### src/rtl/trivium_pkg.sv
// Shared Trivium constants, controller state encoding and the key/IV load mapping.
// State bit s_i (1-based, as in the cipher description) lives at vector index i-1.
package trivium_pkg;

    localparam int unsigned STATE_BITS = 288;
    localparam int unsigned KEY_BITS   = 80;
    localparam int unsigned IV_BITS    = 80;
    localparam int unsigned WARM_STEPS = 1152;
    localparam int unsigned WARM_CNT_W = 11;
    localparam int unsigned IV_OFS     = 93;

    // Output taps; T1B/T2B/T3B are also the last bits of the three shift registers.
    localparam int unsigned T1A = 66;
    localparam int unsigned T1B = 93;
    localparam int unsigned T2A = 162;
    localparam int unsigned T2B = 177;
    localparam int unsigned T3A = 243;
    localparam int unsigned T3B = 288;

    localparam int unsigned A1A = 91;
    localparam int unsigned A1B = 92;
    localparam int unsigned A2A = 175;
    localparam int unsigned A2B = 176;
    localparam int unsigned A3A = 286;
    localparam int unsigned A3B = 287;

    localparam int unsigned FB1 = 171;
    localparam int unsigned FB2 = 264;
    localparam int unsigned FB3 = 69;

    typedef enum logic [2:0] {
        StIdle,
        StLoad,
        StWarm,
        StRun,
        StFlush,
        StDone
    } ctrl_state_e;

    function automatic logic [STATE_BITS-1:0] trivium_init(input logic [KEY_BITS-1:0] key,
                                                           input logic [IV_BITS-1:0]  iv);
        logic [STATE_BITS-1:0] s;
        s = '0;
        s[KEY_BITS-1:0] = key;
        s[IV_OFS+IV_BITS-1:IV_OFS] = iv;
        s[STATE_BITS-1:STATE_BITS-3] = 3'b111;
        return s;
    endfunction

endpackage

### src/rtl/trivium_stream_ctrl_if.sv
// Host/consumer bundle for the Trivium stream controller: job request plus keystream handshake.
interface trivium_stream_ctrl_if #(
    parameter int unsigned W     = 8,
    parameter int unsigned LEN_W = 16
);
    import trivium_pkg::*;

    logic                start;
    logic [KEY_BITS-1:0] key;
    logic [IV_BITS-1:0]  iv;
    logic [LEN_W-1:0]    len;
    logic                busy;
    logic [W-1:0]        ks_data;
    logic                ks_valid;
    logic                ks_ready;
    logic                ks_last;
    logic                done;

    modport master (
        output start, key, iv, len, ks_ready,
        input  busy, ks_data, ks_valid, ks_last, done
    );

    modport slave (
        input  start, key, iv, len, ks_ready,
        output busy, ks_data, ks_valid, ks_last, done
    );

endinterface

### src/rtl/trivium_core.sv
// 288-bit Trivium state; z is the keystream bit of the current state, step advances one round.
module trivium_core
    import trivium_pkg::*;
(
    input  logic                clk,
    input  logic                reset,
    input  logic                load,
    input  logic                step,
    input  logic [KEY_BITS-1:0] key,
    input  logic [IV_BITS-1:0]  iv,
    output logic                z
);

    logic [STATE_BITS-1:0] s_q, s_d;
    logic t1, t2, t3;
    logic t1_fb, t2_fb, t3_fb;

    always_comb begin
        t1    = s_q[T1A-1] ^ s_q[T1B-1];
        t2    = s_q[T2A-1] ^ s_q[T2B-1];
        t3    = s_q[T3A-1] ^ s_q[T3B-1];
        z     = t1 ^ t2 ^ t3;
        t1_fb = t1 ^ (s_q[A1A-1] & s_q[A1B-1]) ^ s_q[FB1-1];
        t2_fb = t2 ^ (s_q[A2A-1] & s_q[A2B-1]) ^ s_q[FB2-1];
        t3_fb = t3 ^ (s_q[A3A-1] & s_q[A3B-1]) ^ s_q[FB3-1];
        s_d   = s_q;
        if (load) begin
            s_d = trivium_init(key, iv);
        end else if (step) begin
            // Each register shifts up by one; feedback enters at its first bit.
            s_d = {s_q[STATE_BITS-2:T2B], t2_fb, s_q[T2B-2:T1B], t1_fb, s_q[T1B-2:0], t3_fb};
        end
    end

    always_ff @(posedge clk or negedge reset) begin
        if (!reset) begin
            s_q <= '0;
        end else begin
            s_q <= s_d;
        end
    end

endmodule

### src/rtl/trivium_stream_ctrl.sv
// Trivium sequencer: load, warm-up, then pack len keystream bits into W-bit words
// over valid/ready, stalling the core whenever a finished word cannot be handed off.
module trivium_stream_ctrl
    import trivium_pkg::*;
#(
    parameter int unsigned W      = 8,
    parameter int unsigned LEN_W  = 16,
    parameter int unsigned WARM_N = WARM_STEPS
) (
    input logic                  clk,
    input logic                  reset,
    trivium_stream_ctrl_if.slave bus
);

    localparam logic [WARM_CNT_W-1:0] WARM_LAST = WARM_CNT_W'(WARM_N - 1);

    ctrl_state_e           state_q, state_d;
    logic [WARM_CNT_W-1:0] warm_q, warm_d;
    logic [LEN_W-1:0]      cnt_q, cnt_d, cnt_inc;
    logic [LEN_W-1:0]      len_q, len_d;
    logic [KEY_BITS-1:0]   key_q, key_d;
    logic [IV_BITS-1:0]    iv_q, iv_d;
    logic [W-1:0]          acc_q, acc_d, acc_bit;
    logic [W-1:0]          mask_q, mask_d;
    logic [W-1:0]          data_q, data_d;
    logic                  valid_q, valid_d;
    logic                  last_q, last_d;
    logic                  core_load, core_step, core_z;
    logic                  out_free, final_bit, word_done;

    trivium_core u_core (
        .clk   (clk),
        .reset (reset),
        .load  (core_load),
        .step  (core_step),
        .key   (key_q),
        .iv    (iv_q),
        .z     (core_z)
    );

    always_comb begin
        state_d   = state_q;
        warm_d    = warm_q;
        cnt_d     = cnt_q;
        len_d     = len_q;
        key_d     = key_q;
        iv_d      = iv_q;
        acc_d     = acc_q;
        mask_d    = mask_q;
        data_d    = data_q;
        valid_d   = valid_q;
        last_d    = last_q;
        core_load = 1'b0;
        core_step = 1'b0;

        out_free  = !valid_q || bus.ks_ready;
        acc_bit   = acc_q | (core_z ? mask_q : '0);
        cnt_inc   = cnt_q + LEN_W'(1);
        final_bit = (cnt_inc == len_q);
        word_done = mask_q[W-1] || final_bit;

        if (valid_q && bus.ks_ready) begin
            valid_d = 1'b0;
            last_d  = 1'b0;
        end

        unique case (state_q)
            StIdle: begin
                if (bus.start) begin
                    key_d   = bus.key;
                    iv_d    = bus.iv;
                    len_d   = bus.len;
                    state_d = StLoad;
                end
            end
            StLoad: begin
                core_load = 1'b1;
                warm_d    = '0;
                cnt_d     = '0;
                acc_d     = '0;
                mask_d    = W'(1);
                state_d   = StWarm;
            end
            StWarm: begin
                core_step = 1'b1;
                if (warm_q == WARM_LAST) begin
                    warm_d  = '0;
                    state_d = (len_q == '0) ? StDone : StRun;
                end else begin
                    warm_d = warm_q + WARM_CNT_W'(1);
                end
            end
            StRun: begin
                // A finished word needs a free output slot, otherwise hold the core.
                if (!word_done || out_free) begin
                    core_step = 1'b1;
                    cnt_d     = cnt_inc;
                    if (word_done) begin
                        data_d  = acc_bit;
                        valid_d = 1'b1;
                        last_d  = final_bit;
                        acc_d   = '0;
                        mask_d  = W'(1);
                        if (final_bit) begin
                            state_d = StFlush;
                        end
                    end else begin
                        acc_d  = acc_bit;
                        mask_d = mask_q << 1;
                    end
                end
            end
            StFlush: begin
                if (out_free) begin
                    state_d = StDone;
                end
            end
            StDone: begin
                state_d = StIdle;
            end
            default: begin
                state_d = StIdle;
            end
        endcase
    end

    always_ff @(posedge clk or negedge reset) begin
        if (!reset) begin
            state_q <= StIdle;
            warm_q  <= '0;
            cnt_q   <= '0;
            len_q   <= '0;
            key_q   <= '0;
            iv_q    <= '0;
            acc_q   <= '0;
            mask_q  <= W'(1);
            data_q  <= '0;
            valid_q <= 1'b0;
            last_q  <= 1'b0;
        end else begin
            state_q <= state_d;
            warm_q  <= warm_d;
            cnt_q   <= cnt_d;
            len_q   <= len_d;
            key_q   <= key_d;
            iv_q    <= iv_d;
            acc_q   <= acc_d;
            mask_q  <= mask_d;
            data_q  <= data_d;
            valid_q <= valid_d;
            last_q  <= last_d;
        end
    end

    assign bus.busy     = (state_q != StIdle);
    assign bus.done     = (state_q == StDone);
    assign bus.ks_data  = data_q;
    assign bus.ks_valid = valid_q;
    assign bus.ks_last  = last_q;

endmodule

### src/flat_wrapper.sv
// flat-port wrapper written by rule: the top's interface ports become plain ports
module trivium_stream_ctrl_flat import trivium_pkg::*;
#(
    parameter int unsigned W      = 8,
    parameter int unsigned LEN_W  = 16,
    parameter int unsigned WARM_N = WARM_STEPS
)
  (clk, reset, bus_start, bus_key, bus_iv, bus_len, bus_ks_ready, bus_busy, bus_ks_data, bus_ks_valid, bus_ks_last, bus_done);
  trivium_stream_ctrl_if #(.W(W), .LEN_W(LEN_W)) bus_i ();
  input logic clk;
  input logic reset;
  input wire logic [$bits(bus_i.start)-1:0] bus_start;
  input wire logic [$bits(bus_i.key)-1:0] bus_key;
  input wire logic [$bits(bus_i.iv)-1:0] bus_iv;
  input wire logic [$bits(bus_i.len)-1:0] bus_len;
  input wire logic [$bits(bus_i.ks_ready)-1:0] bus_ks_ready;
  output wire logic [$bits(bus_i.busy)-1:0] bus_busy;
  output wire logic [$bits(bus_i.ks_data)-1:0] bus_ks_data;
  output wire logic [$bits(bus_i.ks_valid)-1:0] bus_ks_valid;
  output wire logic [$bits(bus_i.ks_last)-1:0] bus_ks_last;
  output wire logic [$bits(bus_i.done)-1:0] bus_done;
  assign bus_i.start = bus_start;
  assign bus_i.key = bus_key;
  assign bus_i.iv = bus_iv;
  assign bus_i.len = bus_len;
  assign bus_i.ks_ready = bus_ks_ready;
  assign bus_busy = bus_i.busy;
  assign bus_ks_data = bus_i.ks_data;
  assign bus_ks_valid = bus_i.ks_valid;
  assign bus_ks_last = bus_i.ks_last;
  assign bus_done = bus_i.done;
  trivium_stream_ctrl #(.W(W), .LEN_W(LEN_W), .WARM_N(WARM_N)) u_core (.clk(clk), .reset(reset), .bus(bus_i));
endmodule
### config.mk
export PLATFORM = sky130hd
export DESIGN_NAME = trivium_stream_ctrl_flat
export DESIGN_NICKNAME = d
export VERILOG_FILES = /design/src/rtl/trivium_pkg.sv /design/src/rtl/trivium_stream_ctrl_if.sv /design/src/rtl/trivium_core.sv /design/src/rtl/trivium_stream_ctrl.sv /design/src/flat_wrapper.sv
export SDC_FILE = /design/constraint.sdc
export NUM_CORES = 1
export LEC_CHECK = 0
export ABC_AREA = 1
export CORE_ASPECT_RATIO = 0.8
export CORE_UTILIZATION = 40
export DETAILED_ROUTE_END_ITERATION = 6
export SLEW_MARGIN = 20
export SYNTH_ARGS = -nofsm -noshare
export SYNTH_HDL_FRONTEND = slang
export SYNTH_SLANG_ARGS = --single-unit
### constraint.sdc
create_clock -name clk -period 2.5 [get_ports clk]
set_clock_uncertainty 0.15 [all_clocks]
set_input_delay 0.5 -clock clk [delete_from_list [all_inputs] [get_ports clk]]
set_output_delay 0.5 -clock clk [all_outputs]
set_load 0.1 [all_outputs]
==> impl_metrics.toml <==
[global_routing]
grt_start_max_net_pins = 154
grt_antenna_before_repair = 1
grt_pass1_wl_mm = 98.0
grt_pass1_vias = 19272
gr-total-overflow = 0
grtUsageTotal_pct = 19.1

[outcome]
violations = "negative setup slack"
status = "finished with violations"

[synthesis]
ys_warn_count = 0
seq_area_frac_synth_pct = 53.5
synth-seq-cells = 520
syn_nets = 3115
avgSynthCellArea_um2 = 8.29
syn_area_um2 = 24300
synth_cells = 2933
synthFlopType = "dfrtp_1"
synthDistinctLibCells = 38
synth_edf_count = 0
async_reset_ff_share_pct = 100

[setup_path]
path_max_fanout = 8
cp.arrival_ps = 3230
slowest_delay_ps = 400
critPathLaunchType = "flop"
cp_cell_sequence = "ha_2 > nand2_2 > nor2_4 > nand3_2 > xnor3_1 > nand2_2 > nor2_2 > nand3_2 > nand2_2 > nand3b_1 > buf_12 > nand2_8 > clkbuf_16 > clkbuf_16 > nand2_4 > nand2_2"
slowest_stage = "dfrtp_1"
required_ps = 2900
crit_path_frequent_cell = "nand2_2"
path_class = "reg2reg"
crit_path_end_kind = "flop"

[power]
irDropWorstVdd_v = 0.000684
power_w = 0.0405
p_per_area_nw_per_um2 = 1270
leakage_nw = 17.2

[clock_tree]
clk_pin_slew_ps = 60
clk_latency_ps = 620
cts_buffers = 55
clock-root-buffer = "clkbuf_16"
cts_tree = "yes"
htreeDepth = 2
cts.sinks = 520
clk_path_buf_depth = 3

[final_layout]
final_nets = 3383
final_util_pct = 53.4
diodes = 0
fin_cells = 4027
drive_gt1_share_pct = 20.0
syn_to_final_growth_pct = 31.6

[floorplanning]
core_um2 = 59900
dieArea_um2 = 61800
die_x_um = 278
pin_count = 192
rows = 80
die_y_um = 222
start_util_pct = 40.6

[sta]
final-max-slew-violation-count = 0
worst_pin_slew_ps = 862
slew-limit-headroom_pct = 42.6
max_freq_ghz = 0.354
min_period_ps = 2830
hold-worst-slack_ps = 252
rsz0062_at_grt = "true"
fin_crit_sh_pct = 113
hold_violations = 0
tns_ps = -87580
finalSetupViolCount = 331
layout_setup_ws_ps = -327

[detailed_routing]
wl_per_cell_um = 15.8
dr.pass1.iters = 5
ant_nets = 0
drt-total-wl_mm = 63.6
drc_errors = 0
vias = 20087
routed_via_density = 4.99
drt_iter0_markers = 1512

[placement]
gp_congestion = 0.813
portBuffers = 191
dp.cells = 3856
dp_hpwl_mm = 36.0

[flow_run]
max-cap-violations = 0

[min_path]
hold_class = "in2async"
==> power by group <==
part / switching (W) / internal (W)
registers: 0.00172 / 0.0114
clock network: 0.00353 / 0.00538
logic: 0.0103 / 0.00816
==> timing repair <==
item,4_1_cts,5_1_grt
hold buffers,1,0
resized for setup,46,216
hold endpoints to repair,31,0
pin swaps,8,55
buffers inserted,16,5
cloned,8,42
endpoints found under the setup margin,333,333
==> worst max-delay path, delay by kind of cell (launching register included) <==
| kind | cells | cell delay [ps] |
|---|---|---|
| DFF | 1 | 400 |
| and+or+nand+nor | 11 | 1170 |
| xor gates and xnor gates | 1 | 230 |
| buffers and inverters | 3 | 560 |
| adders and majority gates | 1 | 220 |
==> registers in the layout, summed over array words and instances, names as in the netlist <==
| name | count |
|---|---|
| u_core.bus.ks_valid | 1 |
| u_core.mask_q | 8 |
| u_core.warm_q | 11 |
| u_core.cnt_q | 16 |
| u_core.key_q | 80 |
| u_core.bus.ks_last | 1 |
| u_core.acc_q | 8 |
| u_core.bus.ks_data | 8 |
| u_core.iv_q | 80 |
| u_core.len_q | 16 |
| u_core.state_q | 3 |
| u_core.u_core.s_q | 288 |
==> layout make-up <==
class,count,area (um2)
fillers,5443,27900
flip-flops and latches,520,13000
multi-input cells,2053,10400
repair buffers,385,4860
clock buffers,81,1640
well taps,779,975
inverters,186,706
clock inverters,23,362
==> layout by cell type, fill, tap and decap left out, types with 3 or more instances in the layout <==
master	n
nand2_1	1206
dfrtp_1	517
nand3_1	357
inv_1	181
clkdlybuf4s50_1	178
mux2_2	160
nand2_2	106
buf_4	94
clkbuf_16	87
buf_12	51
nor2_1	48
nand2_4	36
a21oi_1	33
nand3_2	16
clkbuf_8	14
o21ai_0	13
nand4_1	13
buf_16	13
clkinv_2	12
clkbuf_1	11
buf_6	11
xor2_1	9
nor2_4	8
o21bai_1	8
bufinv_16	8
xnor2_1	6
nor3_1	5
nor2_2	5
buf_8	5
or2_2	4
nand2_8	3
inv_2	3
==> metal layers <==
metal	vias to the layer above	global-route usage, %	part of all wire (%)	wire [um]
li1	9772	-	-	-
met4	0	5.15	1.9	1230
met1	9827	27.5	48	30400
met5	-	0	0	0
met2	415	30.2	46	29400
met3	73	2.43	4.0	2510
==> cell families after synthesis <==
group	count (synthesis)	synth area share, %
and+or+nand+nor	1815	30.4
DFF	520	53.5
buffers and inverters	361	6.51
muxes	160	7.41
AOI/OAI and AO/OA	59	1.35
xor gates and xnor gates	16	0.633
adders and majority gates	2	0.103
==> cells in the mapped netlist (all sizes together) (2+ instances only) <==
cell	instances	share of area [%]
buf	79	2.2
clkbuf	96	1.5
nor4	2	0.051
nor3	7	0.14
nor2	61	1.0
or2	4	0.10
xnor2	6	0.22
o21ai	14	0.30
ha	2	0.10
inv	185	2.9
o21bai	8	0.25
mux2	160	7.4
nand3	374	7.7
nand2	1350	21
a21oi	33	0.68
nand4	13	0.33
xor2	9	0.32
dfrtp	519	53
nor3b	2	0.062
==> per-stage QoR <==
step / area (um2) / setup WS [ps]
after floorplan: 24300 / 16.6
after CTS: 30400 / -215
final: 32000 / -327
after detailed placement: 27800 / -354
after global placement: 27800 / -296
after global routing: 32000 / -476
==> final timing paths <==
kind | startpoint | to | slack [ps] | depth (start not counted)
min reg2reg | u_core.u_core.s_q[49]$_DFFE_PN0P_ | u_core.u_core.s_q[49]$_DFFE_PN0P_ | 320 | 2
min | reset | u_core.cnt_q[13]$_DFFE_PN0P_ | 250 | 2
min in group clk | u_core.u_core.s_q[49]$_DFFE_PN0P_ | u_core.u_core.s_q[49]$_DFFE_PN0P_ | 320 | 2
max | u_core.cnt_q[1]$_DFFE_PN0P_ | u_core.u_core.s_q[206]$_DFFE_PN0P_ | -330 | 16
max reg2reg | u_core.cnt_q[1]$_DFFE_PN0P_ | u_core.u_core.s_q[206]$_DFFE_PN0P_ | -330 | 16
max in group asynchronous | reset | u_core.key_q[74]$_DFFE_PN0P_ | 1120 | 3
No activity file was read; power rests on OpenSTA's default activity.
